--- src/rtl/mux_scan_seq.sv ---
`default_nettype none
// ============================================================================
//  Module   : mux_scan_seq
//  Purpose  : Scan controller for an 8:1 single-bit channel mux. It steps the
//             registered select lines through channels 0..7 and holds each
//             one for DWELL cycles. On the last cycle of each dwell it samples
//             mux_out. The eight samples form one word, which is offered
//             downstream over a valid/ready handshake. Scans can be
//             single-shot or continuous.
//  Ports    : clk, rst_n (sync, active-low)
//             start, cont, abort          - scan control
//             s1/s2/s3 (MSB..LSB), mux_out - mux select / returned bit
//             word, word_valid, word_ready - downstream handshake
//             busy                         - high outside IDLE
//             word_par, par_err, mux_out_par - only with MUX_SCAN_PARITY_EN
//  Options  : `define MUX_SCAN_PARITY_EN adds word parity and a parity check
//  Revision : 1.0 - initial release
// ============================================================================
module mux_scan_seq #(
    parameter int DWELL = 2,
    parameter int CNT_W = 8
) (
    input  logic       clk,
    input  logic       rst_n,
    input  logic       start,
    input  logic       cont,
    input  logic       abort,
    output logic       s1,
    output logic       s2,
    output logic       s3,
    input  logic       mux_out,
    output logic [7:0] word,
    output logic       word_valid,
    input  logic       word_ready,
`ifdef MUX_SCAN_PARITY_EN
    output logic       word_par,
    output logic       par_err,
    input  logic       mux_out_par,
`endif
    output logic       busy
);

    typedef enum logic [1:0] {
        IDLE   = 2'd0,
        SETTLE = 2'd1,
        HOLD   = 2'd2
    } state_t;

    // Count value on which the dwell ends and the sample is taken.
    localparam logic [CNT_W-1:0] c_last = CNT_W'(DWELL - 1);

    state_t           r_state, w_state_nxt;
    logic [2:0]       r_sel, w_sel_nxt;
    logic [CNT_W-1:0] r_cnt, w_cnt_nxt;
    // Channels 0..6 only: the channel 7 sample goes straight into the word.
    logic [6:0]       r_shadow, w_shadow_nxt;
    logic [7:0]       r_word, w_word_nxt;
    logic             w_word_load;

    always_ff @(posedge clk) begin
        if (!rst_n) begin
            r_state  <= IDLE;
            r_sel    <= 3'd0;
            r_cnt    <= '0;
            r_shadow <= 7'd0;
            r_word   <= 8'h00;
        end else begin
            r_state  <= w_state_nxt;
            r_sel    <= w_sel_nxt;
            r_cnt    <= w_cnt_nxt;
            r_shadow <= w_shadow_nxt;
            r_word   <= w_word_nxt;
        end
    end

    always_comb begin
        w_state_nxt  = r_state;
        w_sel_nxt    = r_sel;
        w_cnt_nxt    = r_cnt;
        w_shadow_nxt = r_shadow;
        w_word_nxt   = r_word;
        w_word_load  = 1'b0;
        case (r_state)
            IDLE: begin
                // abort wins over start, so the state stays IDLE.
                if (start && !abort) begin
                    w_state_nxt  = SETTLE;
                    w_sel_nxt    = 3'd0;
                    w_cnt_nxt    = '0;
                    w_shadow_nxt = 7'd0;
                end
            end
            SETTLE: begin
                if (abort) begin
                    // The partial shadow is dropped. The last word is kept.
                    w_state_nxt = IDLE;
                    w_sel_nxt   = 3'd0;
                    w_cnt_nxt   = '0;
                end else if (r_cnt == c_last) begin
                    w_cnt_nxt = '0;
                    if (r_sel != 3'd7) begin
                        for (int i = 0; i < 7; i++) begin
                            if (r_sel == 3'(i)) begin
                                w_shadow_nxt[i] = mux_out;
                            end
                        end
                        w_sel_nxt = r_sel + 3'd1;
                    end else begin
                        w_word_nxt  = {mux_out, r_shadow};
                        w_word_load = 1'b1;
                        w_sel_nxt   = 3'd0;
                        w_state_nxt = HOLD;
                    end
                end else begin
                    w_cnt_nxt = r_cnt + 1'b1;
                end
            end
            HOLD: begin
                if (abort) begin
                    w_state_nxt = IDLE;
                    w_sel_nxt   = 3'd0;
                    w_cnt_nxt   = '0;
                end else if (word_ready) begin
                    // cont is looked at only here, on the handshake edge.
                    if (cont) begin
                        w_state_nxt  = SETTLE;
                        w_sel_nxt    = 3'd0;
                        w_cnt_nxt    = '0;
                        w_shadow_nxt = 7'd0;
                    end else begin
                        w_state_nxt = IDLE;
                    end
                end
            end
            default: begin
                w_state_nxt = IDLE;
                w_sel_nxt   = 3'd0;
                w_cnt_nxt   = '0;
            end
        endcase
    end

    assign {s1, s2, s3} = r_sel;
    assign word         = r_word;
    assign word_valid   = (r_state == HOLD);
    assign busy         = (r_state != IDLE);

`ifdef MUX_SCAN_PARITY_EN
    logic r_word_par;
    logic r_par_err;
    logic w_par;

    assign w_par = ^w_word_nxt;

    // Parity is registered together with the word. par_err pulses on the
    // same edge that word_valid rises.
    always_ff @(posedge clk) begin
        if (!rst_n) begin
            r_word_par <= 1'b0;
            r_par_err  <= 1'b0;
        end else begin
            r_par_err <= 1'b0;
            if (w_word_load) begin
                r_word_par <= w_par;
                r_par_err  <= (mux_out_par != w_par);
            end
        end
    end

    assign word_par = r_word_par;
    assign par_err  = r_par_err;
`else
    // No parity hardware in this build.
`endif

endmodule
`default_nettype wire
--- config.mk ---
export PLATFORM = sky130hd
export DESIGN_NAME = mux_scan_seq
export DESIGN_NICKNAME = d
export VERILOG_FILES = /design/src/rtl/mux_scan_seq.sv
export SDC_FILE = /design/constraint.sdc
export NUM_CORES = 1
export LEC_CHECK = 0
export CAP_MARGIN = 20
export CORE_AREA = 10 10 64 66
export CTS_CLUSTER_SIZE = 16
export DETAILED_ROUTE_END_ITERATION = 12
export DIE_AREA = 0 0 74 76
export GPL_TIMING_DRIVEN = 0
export PLACE_DENSITY = 0.88
export SETUP_SLACK_MARGIN = 0.4
export SYNTH_ARGS = -nofsm -noshare
export SYNTH_HDL_FRONTEND = slang
export SYNTH_SLANG_ARGS = --single-unit
--- constraint.sdc ---
create_clock -name clk -period 3.15 [get_ports clk]
set_clock_uncertainty 0.05 [all_clocks]
set_input_delay 0.63 -clock clk [delete_from_list [all_inputs] [get_ports clk]]
set_output_delay 0.63 -clock clk [all_outputs]
set_load 0.02 [all_outputs]
======== Word-level counts from Yosys, hierarchy flattened ========
Index checks and enable logic that the tools add are counted.
storage, ports and cells
  output and inout port bits .............. 13
  input bits .............................. 7
  memories kept ........................... 0
  flip-flop bits (word level) ............. 28
  bits in read-only memories .............. 0
  bits in latches ......................... 0
  memory bits (writable) .................. 0
cells by class
  add/sub/neg operators ................... 2
  eq/ne operators ......................... 28
  multipliers ............................. 0
  bitwise logic cells ..................... 2
  multiplexer cells ....................... 38
  reductions and logical operators ........ 17
  shifts and indexed selects .............. 0
  div/mod/pow operators ................... 0
  magnitude comparators ................... 0
operators by type and width
  kind                 count
  $reduce_and 9->1     7
  $mux 7               7
  $mux 8               6
  $ne 2x2->1 const B   13
  $pmux 8 s3           1
  $mux 3               7
  $pmux 7 s3           1
  $mux 2               6
  $ne 3x3->1 const B   4
  $reduce_and 4->1     3
  $eq 3x3->1 const B   3
  $pmux 3 s3           1
  $add 8x1->8 const B  1
  $eq 8x1->1 const B   1
  $mux 1               8
  $eq 3x2->1 const B   2
  $pmux 2 s3           1
  $add 3x1->3 const B  1
  $eq 3x1->1 const B   1
  $logic_not 3->1      1
  $ne 3x2->1 const B   1
  $reduce_and 3->1     1
  $reduce_bool 3->1    1
  $eq 2x1->1 const B   1
  other kinds (7)      8

======== Depth between registers and ports, before layout ========
Gate-level depths: netlist (run 1).
  depth after elaboration ................. 6
  mapped depth ............................ 7
  depth with buffers taken out ............ 6

======== Worst setup path after synthesis (run 1) ========
OpenSTA, ideal clock, no wires.
  path type ............................... flip-flop to flip-flop
  start ................................... register r_sel[1]
  end ..................................... register r_shadow[0]
  setup slack ............................. 1.299 ns
  buffers on the path ..................... 1
  clock period less this slack ............ 1.851 ns
  cell stages (with the launch flop) ...... 7
  data arrival time ....................... 1.744 ns
  library setup time ...................... 0.057 ns
  cells stage by stage .................... dfxtp_1 -> ha_1 -> ha_1 -> or4_1 -> clkbuf_1 -> mux2i_1 -> a21o_1
between the ends
  word-level cells in the longest chain between the ends .. 3
RTL lines
  what                                                  line      source
  start: declaration                                    53        logic [2:0] r_sel, w_sel_nxt;
  start signal: assignment                              69        r_sel <= w_sel_nxt;
  $ne 3x3->1 / $logic_not 3->1 (equally long branches)  101, 103
  $ne 2x2->1 (no source line)                           --
  $reduce_and 9->1 (no source line) (*)                 --
  end signal: assignment                                71        r_shadow <= w_shadow_nxt;
  end: declaration                                      56        logic [6:0] r_shadow, w_shadow_nxt;
Every way passes the cells marked *; elsewhere a longest branch is shown, timed or not.
A chain may end at the register's enable or synchronous reset.

======== Worst setup path after layout (run 1) ========
  start ................................... register r_state[0]
  end ..................................... output port busy
between the ends
  word-level cells in the longest chain between the ends .. 1
RTL lines
  what                      line  source
  start: declaration        52    state_t r_state, w_state_nxt;
  start signal: assignment  68    r_state <= w_state_nxt;
  $reduce_bool 2->1         146   assign busy = (r_state != IDLE);
  end: declaration          40    output logic busy
No other way between the ends.

==> summary.txt, run 1 <==
Yosys
  – Syn_area_per_cell: 9.289 um^2
  – Yosys top cell by area: dfxtp_1
  – Synth cell types: 45
  – Share of the synthesized area in the top cell type: 0.3508
  – Mapped cell area: between 0.0015 and 0.002 mm^2
  – Seq cells post-synth: 28
  – Post-Syn Nets: 187
  – Dominant cells by area after synthesis: dfxtp_1, mux2i_1, ha_1
  – Yosys synthesis warning count: 0
  – Post-Syn Instances: 172
  – Sequential element share of the synthesized area: 0.3508

Pwr
  – Clock Power Share: 0.348
  – Switching Power: 0.1560 mW
  – PD cells: 359.4 mW/mm^2
  – Internal: 0.5204 mW
  – Switching Share: 0.2307
  – Max IR drop VDD: between 600 and 700 uV
  – Total power: 0.6764 mW
  – Leak: 0.8082 nW
  – Seq pwr share: 0.537
  – Comb pwr share: 0.115

Layout
  – Proportion of layout cells with a drive suffix above 1: 0.09231
  – Most common cell after layout, fill and taps aside: dfxtp_1
  – Non-filler cells, final: around 230
  – Post-route design area: 0.001882 mm^2
  – Register area: 560.5 um^2
  – Nets@finish: 211
  – Filler cells: 250
  – Ant diodes: 0
  – Area Growth Syn to Fin: 17.78%
  – Most frequent cells in the layout: dfxtp_1, clkdlybuf4s50_1, mux2i_1, nand2_1, nor2_1
  – Combined area of the multi-input logic cells: 965.9 um^2

CTS
  – CTS tree: done
  – Skew-Pair Late Insertion Delay: between 300 and 400 ps
  – Cts bufs inserted: 3
  – Worst-path clk slew: 160 ps
  – # hold bufs at CTS: 0
  – Longest Clk Path Bufs: 2
  – CTS Sinks: 28
  – CTS root buffer: clkbuf_4
  – Setup Fix Bufs, Post-CTS: 0
  – H-tree levels: 1
  – CTS resizes: 0

Setup path
  – Crit path DAT: about 1600 ps
  – Crit. End Element: output port
  – R2R depth: 6
  – Critical path startpoint category: flip-flop
  – CP required: 2470 ps
  – Critical Path Fanout Max: 7
  – R2r setup slk: 1130 ps
  – Critical path class: flip-flop to output port
  – Crit Reg-Reg Endpoint: r_sel[1]$_SDFFE_PN0P_
  – R2r startpoint: r_cnt[0]$_SDFFE_PN0P_

STA
  – Final hold vios: 0
  – Final setup viols: 0
  – Max_slew headroom: 0.4532
  – Total Neg Setup Slack: 0 ps
  – Hold_ws: 454.2 ps
  – Pins Over Slew Limit: 0
  – Min Tclk post-route: 2323 ps
  – FMAX: 430.4 MHz
  – RSZ-0062 raised after global routing: no
  – Worst Tran Pin Value: 814.0 ps
  – Tcrit/Tclk final: 0.7376

Placement
  – Area post-placement: about 0.0018 mm^2
  – Final HPWL DP: 2.887 mm
  – Gpl congestion: 0.8313
  – DP Cell Count: between 200 and 250
  – Buffers on Ports: 19

Floorplan
  – Rows: 20
  – Die extent in x: ~74 um
  – Initial Utilization: 0.5457
  – Full die area: ~0.0056 mm^2
  – Core footprint: 0.002928 mm^2
  – DIE HEIGHT: 76 um
  – I/O pin cnt: 20

GRT
  – All-Layer GR Usage: 0.1340
  – Met2 usage: 0.2432
  – Vias in the first global route: between 1000 and 1500
  – First-pass GRT wire length: 6.341 mm
  – GR Overflow Total: 0
  – Antenna violations before repair: 0
  – Met1 GRT Util: 0.1393
  – Busiest grt layer: met2
  – Largest net degree at the start of global routing: 17
  – Grt met3 use: 0.04427

Routing
  – DR vias/cell: 6.018
  – Vias: 1372
  – DR WL/cell: 16.17 um
  – Initial drt markers: 111
  – Routed WL: roughly 3.7 mm
  – Routed Antenna Nets: 0
  – DRT Pass-1 Iters: 4
  – DR DRC count: 0

Run status
  – Outcome: completed

Min path
  – HP Start: r_shadow[0]$_SDFFE_PN0P_
  – Worst hold path class: flip-flop to flip-flop
  – Hold Path Stages: 1
  – Worst Hold Endpoint: r_shadow[0]$_SDFFE_PN0P_

Flow run
  – Max-cap violation count: 0
[routing by layer]
metal | share of wire | vias up
li1 | - | 679
met4 | 0.017 | 0
met5 | 0 | -
met2 | 0.53 | 31
met3 | 0.059 | 8
met1 | 0.40 | 654
[per-stage QoR]
step | utilization | setup WS, ps
floorplan | - | 1299
global placement | 0.6248 | 703.7
detailed placement | 0.6248 | 665.5
CTS | 0.6427 | 826.9
global route | 0.6427 | 776.6
finish | 0.6427 | 826.6
[synthesized netlist by cell type (all sizes together)]
master,instances
a211o,1
a211oi,8
a21o,7
a21oi,1
a221o,1
a22oi,1
a31oi,1
and2,3
and3,2
and3b,1
buf,4
clkbuf,4
dfxtp,28
ha,8
inv,8
mux2i,17
nand2,14
nand2b,4
nand3,4
nand3b,1
nand4,9
nor2,14
nor2b,2
nor3,4
nor3b,1
nor4b,3
o2111ai,1
o211ai,2
o21ai,5
o221a,1
o22a,2
o22ai,1
o31a,1
o31ai,2
or2,1
or3,2
or4,3
[worst max path at each step]
| stage | startpoint | end | slack, ps | cells past startpoint |
|---|---|---|---|---|
| after floorplan | r_sel[1]$_SDFFE_PN0P_ | r_shadow[0]$_SDFFE_PN0P_ | 1300 | 6 |
| after global placement | abort | r_cnt[7]$_SDFFE_PN0P_ | 700 | 5 |
| after detailed placement | abort | r_cnt[7]$_SDFFE_PN0P_ | 670 | 5 |
| after CTS | r_state[0]$_SDFFE_PN0P_ | busy | 830 | 2 |
| after global routing | r_state[0]$_SDFFE_PN0P_ | busy | 780 | 2 |
| final | r_state[0]$_SDFFE_PN0P_ | busy | 830 | 2 |
[critical path, cell delays in order, from the launching register on]
cell	delay (ps)
dfxtp_1	410
or2_2	350
clkdlybuf4s50_1	550
[cells by family (layout without fill, tap and decap cells)]
group | count (synthesis) | in the layout | share of synthesized area
mux | 17 | 17 | 0.1065
simple gates | 68 | 68 | 0.2639
compound gates | 35 | 35 | 0.1715
fa+ha+maj | 8 | 8 | 0.06265
buf+inv | 16 | 39 | 0.04463
flops | 28 | 28 | 0.3508
[registers in the layout, summed over array words and instances (netlist names)]
name / flops
r_shadow: 7
word: 8
r_state: 2
r_sel: 3
r_cnt: 8
[area by class of cell]
cell class / instances / share of cell area
plain buffers: 8 / 0.02194
clock buffers: 3 / 0.01197
clock inverters: 1 / 0.01596
inverters: 8 / 0.01596
multi-input cells: 128 / 0.5133
flip-flops and latches: 28 / 0.2979
well taps: 33 / 0.02194
repair buffers: 19 / 0.1011
[power by group through the flow]
stage	clock network, mW	registers [mW]	logic (mW)
after floorplan	0	0.370	0.0520
after detailed placement	0	0.371	0.0775
after global routing	0.257	0.364	0.0843
after CTS	0.241	0.363	0.0777
final	0.236	0.363	0.0776
after global placement	0	0.370	0.0735
No activity file was read; power rests on OpenSTA's default activity.
==> inputs of run 2 (changes only) <==
--- a/config.mk
+++ b/config.mk
@@ -6,12 +6,12 @@
 export NUM_CORES = 1
 export LEC_CHECK = 0
 export CAP_MARGIN = 20
-export CORE_AREA = 10 10 64 66
+export CORE_AREA = 10 10 66 68
 export CTS_CLUSTER_SIZE = 16
 export DETAILED_ROUTE_END_ITERATION = 12
-export DIE_AREA = 0 0 74 76
+export DIE_AREA = 0 0 76 78
 export GPL_TIMING_DRIVEN = 0
-export PLACE_DENSITY = 0.88
+export PLACE_DENSITY = 0.83
 export SETUP_SLACK_MARGIN = 0.4
 export SYNTH_ARGS = -nofsm -noshare
 export SYNTH_HDL_FRONTEND = slang
==> constraint.sdc (replaced) <==
create_clock -name clk -period 2.3 [get_ports clk]
set_clock_uncertainty 0.05 [all_clocks]
set_input_delay 0.46 -clock clk [delete_from_list [all_inputs] [get_ports clk]]
set_output_delay 0.46 -clock clk [all_outputs]
set_load 0.02 [all_outputs]
==> summary.txt, run 2 (same netlist as run 1, synthesis figures left out) <==
Layout
  – Nets@finish: 213 (+0.95%)
  – Combined area of the multi-input logic cells: 985.9 um^2 (+2.1%)
  – Non-filler cells, final: 243 (+6.6%)
  – Area Growth Syn to Fin: 21.22%
  – Proportion of layout cells with a drive suffix above 1: 0.1523 (+0.05998)
  – Ant diodes: 0 (unchanged)
  – Post-route design area: 0.001937 mm^2 (+2.9%)
  – Register area: 570.5 um^2 (+1.8%)
  – Most common cell after layout, fill and taps aside: dfxtp_1
  – Most frequent cells in the layout: dfxtp_1, mux2i_1, nand2_1, nor2_1, clkdlybuf4s50_1
  – Filler cells: 277 (+11%)

CTS
  – H-tree levels: 1 (unchanged)
  – Cts bufs inserted: 3 (unchanged)
  – Worst-path clk slew: 150 ps (about the same)
  – Skew-Pair Late Insertion Delay: 330 ps (about the same)
  – Longest Clk Path Bufs: 2 (unchanged)
  – CTS tree: done
  – CTS Sinks: 28 (unchanged)
  – CTS root buffer: clkbuf_4

Floorplan
  – Core footprint: 0.003179 mm^2 (+8.6%)
  – Full die area: 0.005928 mm^2 (+5.4%)
  – I/O pin cnt: 20 (unchanged)
  – DIE HEIGHT: 78 um (+2.6%)
  – Rows: 21 (+5.0%)
  – Initial Utilization: 0.5026 (-0.04317)
  – Die extent in x: 76 um (+2.7%)

Placement
  – Area post-placement: 0.001846 mm^2 (+0.89%)
  – Gpl congestion: 0.8395 (+0.99%)
  – DP Cell Count: 237 (+5.8%)
  – Final HPWL DP: 2.542 mm (-12%)
  – Buffers on Ports: 19 (unchanged)

STA
  – Final setup viols: 0 (unchanged)
  – Pins Over Slew Limit: 0 (unchanged)
  – Worst Tran Pin Value: 495.0 ps (-319.0 ps)
  – RSZ-0062 raised after global routing: yes
  – Tcrit/Tclk final: 0.8102
  – FMAX: 536.6 MHz
  – Min Tclk post-route: 1863 ps
  – Final hold vios: 0 (unchanged)
  – Total Neg Setup Slack: 0 ps (unchanged)
  – Max_slew headroom: 0.6700 (+0.2168)
  – Hold_ws: 452.4 ps (-1.790 ps)

GRT
  – All-Layer GR Usage: 0.1218 (-0.01223)
  – Largest net degree at the start of global routing: 17 (unchanged)
  – First-pass GRT wire length: 6.230 mm (-1.8%)
  – Antenna violations before repair: 0 (unchanged)
  – GR Overflow Total: 0 (unchanged)
  – Vias in the first global route: 1315 (-7.5%)

Setup path
  – Crit path DAT: 2050 ps (+410 ps)
  – Critical path startpoint category: primary input
  – Crit. End Element: flip-flop
  – Critical Path Fanout Max: 7 (unchanged)
  – R2r setup slk: 480 ps (-650 ps)
  – CP required: 2490 ps (+20 ps)
  – Crit Reg-Reg Endpoint: r_shadow[3]$_SDFFE_PN0P_
  – R2R depth: 6 (unchanged)
  – Critical path class: primary input to flip-flop
  – R2r startpoint: r_sel[1]$_SDFFE_PN0P_

Flow run
  – Max-cap violation count: 0 (unchanged)

Routing
  – Initial drt markers: 84 (-24%)
  – Metal3 WL: 127 um (-42%)
  – DRT Pass-1 Iters: 4 (unchanged)
  – Top layer in use: met4
  – Routed WL: 3.498 mm (-5.1%)
  – Vias: 1343 (-2.1%)
  – DRT met1 WL: 1.588 mm (+8.2%)
  – DR DRC count: 0 (unchanged)
  – Routed met2 length: 1.754 mm (-9.5%)
  – DR WL/cell: 14.40 um (-11%)
  – Routed Antenna Nets: 0 (unchanged)
  – DR vias/cell: 5.527 (-8.2%)

Min path
  – Worst Hold Endpoint: r_sel[0]$_SDFFE_PN0P_
  – Worst hold path class: flip-flop to flip-flop
  – HP Start: r_sel[0]$_SDFFE_PN0P_
  – Hold Path Stages: 2 (+1)

Pwr
  – Leak: 0.8427 nW (+4.3%)
  – Internal: 0.7136 mW (+37%)
  – Seq pwr share: 0.533 (-0.004)
  – PD cells: 481.4 mW/mm^2 (+34%)
  – Switching Share: 0.2348 (+0.004117)
  – Comb pwr share: 0.116 (about the same)
  – Clock Power Share: 0.351 (+0.003)
  – Max IR drop VDD: 255.5 uV (-58%)
  – Total power: 0.9325 mW (+38%)
  – Switching Power: 0.2189 mW (+40%)

Run status
  – Outcome: completed
## run 2: cell count changes in the layout (fill, tap and decap cells not counted), sizes merged
cell           change
clkdlybuf4s50      -6
dlygate4sd2        +5
clkbuf             -1
buf                +4
## run 2: critical path: stages
cell and delay, ps:
clkdlybuf4s50_1 490, and2_1 210, a211oi_1 110, o31a_1 390
a221o_1 380
## run 2: metal layers
metal,vias to the layer above,track usage
met5,-,0
met4,0,0.02841
met3,5,0.02765
met2,17,0.2066
met1,633,0.1522
li1,688,-
## run 2: area by class of cell
type                       count  share of cell area
clock inverter                 1             0.01550
timing repair buffer          21              0.1001
buffer                         8             0.02390
inverter                       8             0.01550
clock buffer                   3             0.01163
multi-input combinational    128              0.5090
tap                           46             0.02972
sequential                    28              0.2946
## run 2: stage by stage
step | setup slack, ps | utilization
detailed placement | -36.00 | 0.5805
finish | 436.5 | 0.6092
floorplan | 449.1 | -
CTS | 381.9 | 0.6025
global route | 368.3 | 0.6092
global placement | -4.668 | 0.5805
## run 2: worst max path at each step
stage	startpoint	to	slack [ps]	cells past startpoint
finish	word_ready	r_shadow[3]$_SDFFE_PN0P_	440	5
global route	start	r_cnt[7]$_SDFFE_PN0P_	370	5
global placement	abort	r_cnt[7]$_SDFFE_PN0P_	-5	5
CTS	r_state[0]$_SDFFE_PN0P_	busy	380	2
floorplan	r_sel[1]$_SDFFE_PN0P_	r_shadow[0]$_SDFFE_PN0P_	450	6
detailed placement	abort	r_cnt[7]$_SDFFE_PN0P_	-40	5
## run 2: what timing repair did
item | CTS | global route
endpoints found under the setup margin | 30 | 11
hold buffers | 0 | 0
setup buffers | 2 | 0
resized for setup | 10 | 14
pin swaps | 0 | 1
## run 2: power groups by stage
stage	sequential, mW	clock [mW]	combinational, mW
2_1_floorplan	0.506	0	0.0712
3_3_place_gp	0.507	0	0.104
3_5_place_dp	0.508	0	0.105
4_1_cts	0.497	0.331	0.109
5_1_grt	0.499	0.353	0.118
6_report	0.497	0.327	0.109
==> inputs of run 3 (changes only) <==
==> constraint.sdc (replaced) <==
create_clock -name clk -period 1.9 [get_ports clk]
set_clock_uncertainty 0.05 [all_clocks]
set_input_delay 0.38 -clock clk [delete_from_list [all_inputs] [get_ports clk]]
set_output_delay 0.38 -clock clk [all_outputs]
set_load 0.02 [all_outputs]
==> summary.txt, run 3 (same netlist as run 1, synthesis figures left out) <==
CTS
  – Worst-path clk slew: 160 ps (about the same)
  – Longest Clk Path Bufs: 2 (unchanged)
  – CTS root buffer: clkbuf_4
  – CTS Sinks: 28 (unchanged)
  – H-tree levels: 1 (unchanged)
  – CTS tree: done
  – Cts bufs inserted: 3 (unchanged)
  – Skew-Pair Late Insertion Delay: 330 ps (about the same)

Run status
  – Outcome: completed

GRT
  – GR Overflow Total: 0 (unchanged)
  – Antenna violations before repair: 0 (unchanged)
  – Vias in the first global route: 1636 (+24%)
  – First-pass GRT wire length: 7.410 mm (+19%)
  – All-Layer GR Usage: 0.1482 (+0.02642)
  – Largest net degree at the start of global routing: 17 (unchanged)

Routing
  – Initial drt markers: 108 (+29%)
  – DR vias/cell: 5.937 (+7.4%)
  – Vias: 1591 (+18%)
  – Routed WL: 4.584 mm (+31%)
  – DR WL/cell: 17.10 um (+19%)
  – Routed Antenna Nets: 0 (unchanged)
  – DR DRC count: 0 (unchanged)
  – DRT Pass-1 Iters: 6 (+2)

Pwr
  – Switching Power: 0.3020 mW (+38%)
  – Clock Power Share: 0.301 (-0.050)
  – Switching Share: 0.2624 (+0.02761)
  – Internal: 0.8490 mW (+19%)
  – Comb pwr share: 0.184 (+0.068)
  – Max IR drop VDD: 378.0 uV (+48%)
  – Leak: 1.022 nW (+21%)
  – PD cells: 498.6 mW/mm^2 (+3.6%)
  – Seq pwr share: 0.515 (-0.018)

STA
  – Total Neg Setup Slack: 0 ps (unchanged)
  – Final Worst Setup Slack: 214.4 ps (-222.1 ps)
  – Worst Tran Pin Value: 347.4 ps (-147.5 ps)
  – Max_slew headroom: 0.7666 (+0.09658)
  – Min Tclk post-route: about 1700 ps
  – Final setup viols: 0 (unchanged)
  – Tcrit/Tclk final: 0.8871
  – Pins Over Slew Limit: 0 (unchanged)
  – FMAX: 593.3 MHz
  – Final hold vios: 0 (unchanged)
  – RSZ-0062 raised after global routing: yes

Setup path
  – CP required: 2080 ps (-410 ps)
  – Crit path DAT: 1870 ps (-180 ps)
  – Crit. End Element: flip-flop
  – Critical path startpoint category: flip-flop
  – Critical Path Fanout Max: 8 (+1)
  – Critical path class: flip-flop to flip-flop

Placement
  – Worst slack at placement: -365.7 ps (-329.7 ps)
  – Area post-placement: 0.001882 mm^2 (+2.0%)
  – Gpl congestion: 0.8441 (+0.55%)
  – Buffers on Ports: 19 (unchanged)
  – DP Cell Count: 237 (unchanged)
  – Final HPWL DP: 2.750 mm (+8.2%)

Layout
  – Non-filler cells, final: 268 (+10%)
  – Ant diodes: 0 (unchanged)
  – Most common cell after layout, fill and taps aside: buf_4
  – Post-route design area: 0.002308 mm^2 (+19%)
  – Register area: 593.1 um^2 (+3.9%)
  – Nets@finish: 238 (+12%)
  – Area Growth Syn to Fin: 44.48%
  – Most frequent cells in the layout: buf_4, dfxtp_1, mux2i_1, nand2_1, nor2_1
  – Proportion of layout cells with a drive suffix above 1: 0.3964 (+0.2441)
  – Combined area of the multi-input logic cells: 0.001122 mm^2 (+14%)
  – Filler cells: 218 (-21%)

Flow run
  – Max-cap violation count: 0 (unchanged)

Floorplan
  – Rows: 21 (unchanged)
  – DIE HEIGHT: 78 um (unchanged)
  – Full die area: 0.005928 mm^2 (unchanged)
  – Initial Utilization: 0.5026 (unchanged)
  – Core footprint: 0.003179 mm^2 (unchanged)
  – Die extent in x: 76 um (unchanged)
  – I/O pin cnt: 20 (unchanged)

Min path
  – Worst hold path class: flip-flop to flip-flop
## run 3: changes by cell type in the layout (fill, tap and decap cells not counted), sizes merged
cell           change
buf               +31
clkdlybuf4s50     -12
clkdlybuf4s15      +5
dlygate4sd2        +2
bufinv             -1
clkinvlp           +1
inv                -1
## run 3: final cells by class
class / instances / area share
buffer: 8 / 0.03198
tap: 46 / 0.02493
inverter: 8 / 0.01572
timing repair buffer: 46 / 0.1637
multi-input combinational: 128 / 0.4862
clock buffer: 4 / 0.02060
sequential: 28 / 0.2569
## run 3: timing repair
item / CTS / global route
hold buffers: 0 / 0
gates cloned: 1 / 0
pin swaps: 13 / 13
resized for setup: 75 / 29
setup buffers: 21 / 5
setup endpoints to repair: 41 / 35
## run 3: stage by stage
| stage | utilization | hold WS [ps] | total power, mW |
|---|---|---|---|
| floorplan | - | 397.9 | 0.6984 |
| finish | 0.7261 | 453.0 | 1.151 |
| CTS | 0.6922 | 436.0 | 1.132 |
| global route | 0.7261 | 467.4 | 1.190 |
| detailed placement | 0.5919 | 416.4 | 0.7424 |
| global placement | 0.5919 | 409.3 | 0.7359 |
## run 3: power groups by stage
stage / clock network (mW) / registers, mW / logic [mW]
global placement: 0 / 0.612 / 0.124
CTS: 0.360 / 0.592 / 0.181
detailed placement: 0 / 0.613 / 0.129
global route: 0.372 / 0.594 / 0.225
floorplan: 0 / 0.611 / 0.0870
finish: 0.346 / 0.593 / 0.212
## run 3: path summary, 6_finish.rpt
path,startpoint,endpoint,slack [ps],cells after the start
setup / recovery,r_cnt[1]$_SDFFE_PN0P_,word[3]$_SDFFE_PN0P_,210,7
hold / removal,r_shadow[2]$_SDFFE_PN0P_,r_shadow[2]$_SDFFE_PN0P_,450,1
setup reg to reg,r_cnt[1]$_SDFFE_PN0P_,word[3]$_SDFFE_PN0P_,210,7
hold reg to reg,r_shadow[2]$_SDFFE_PN0P_,r_shadow[2]$_SDFFE_PN0P_,450,1
## run 3: worst max-delay path: stages, from the launching register on
cell	delay (ps)
dfxtp_4	390
inv_4	50
ha_4	110
nor4b_4	250
buf_4	190
nand4_4	210
mux2i_1	250
nor2_1	80
## run 3: per-layer routing
metal / global-route usage / vias up / part of all wire
met1: 0.1401 / 777 / 0.37
met5: 0 / - / 0
li1: - / 733 / -
met2: 0.2891 / 65 / 0.54
met4: 0.07386 / 0 / 0.031
met3: 0.03687 / 16 / 0.063
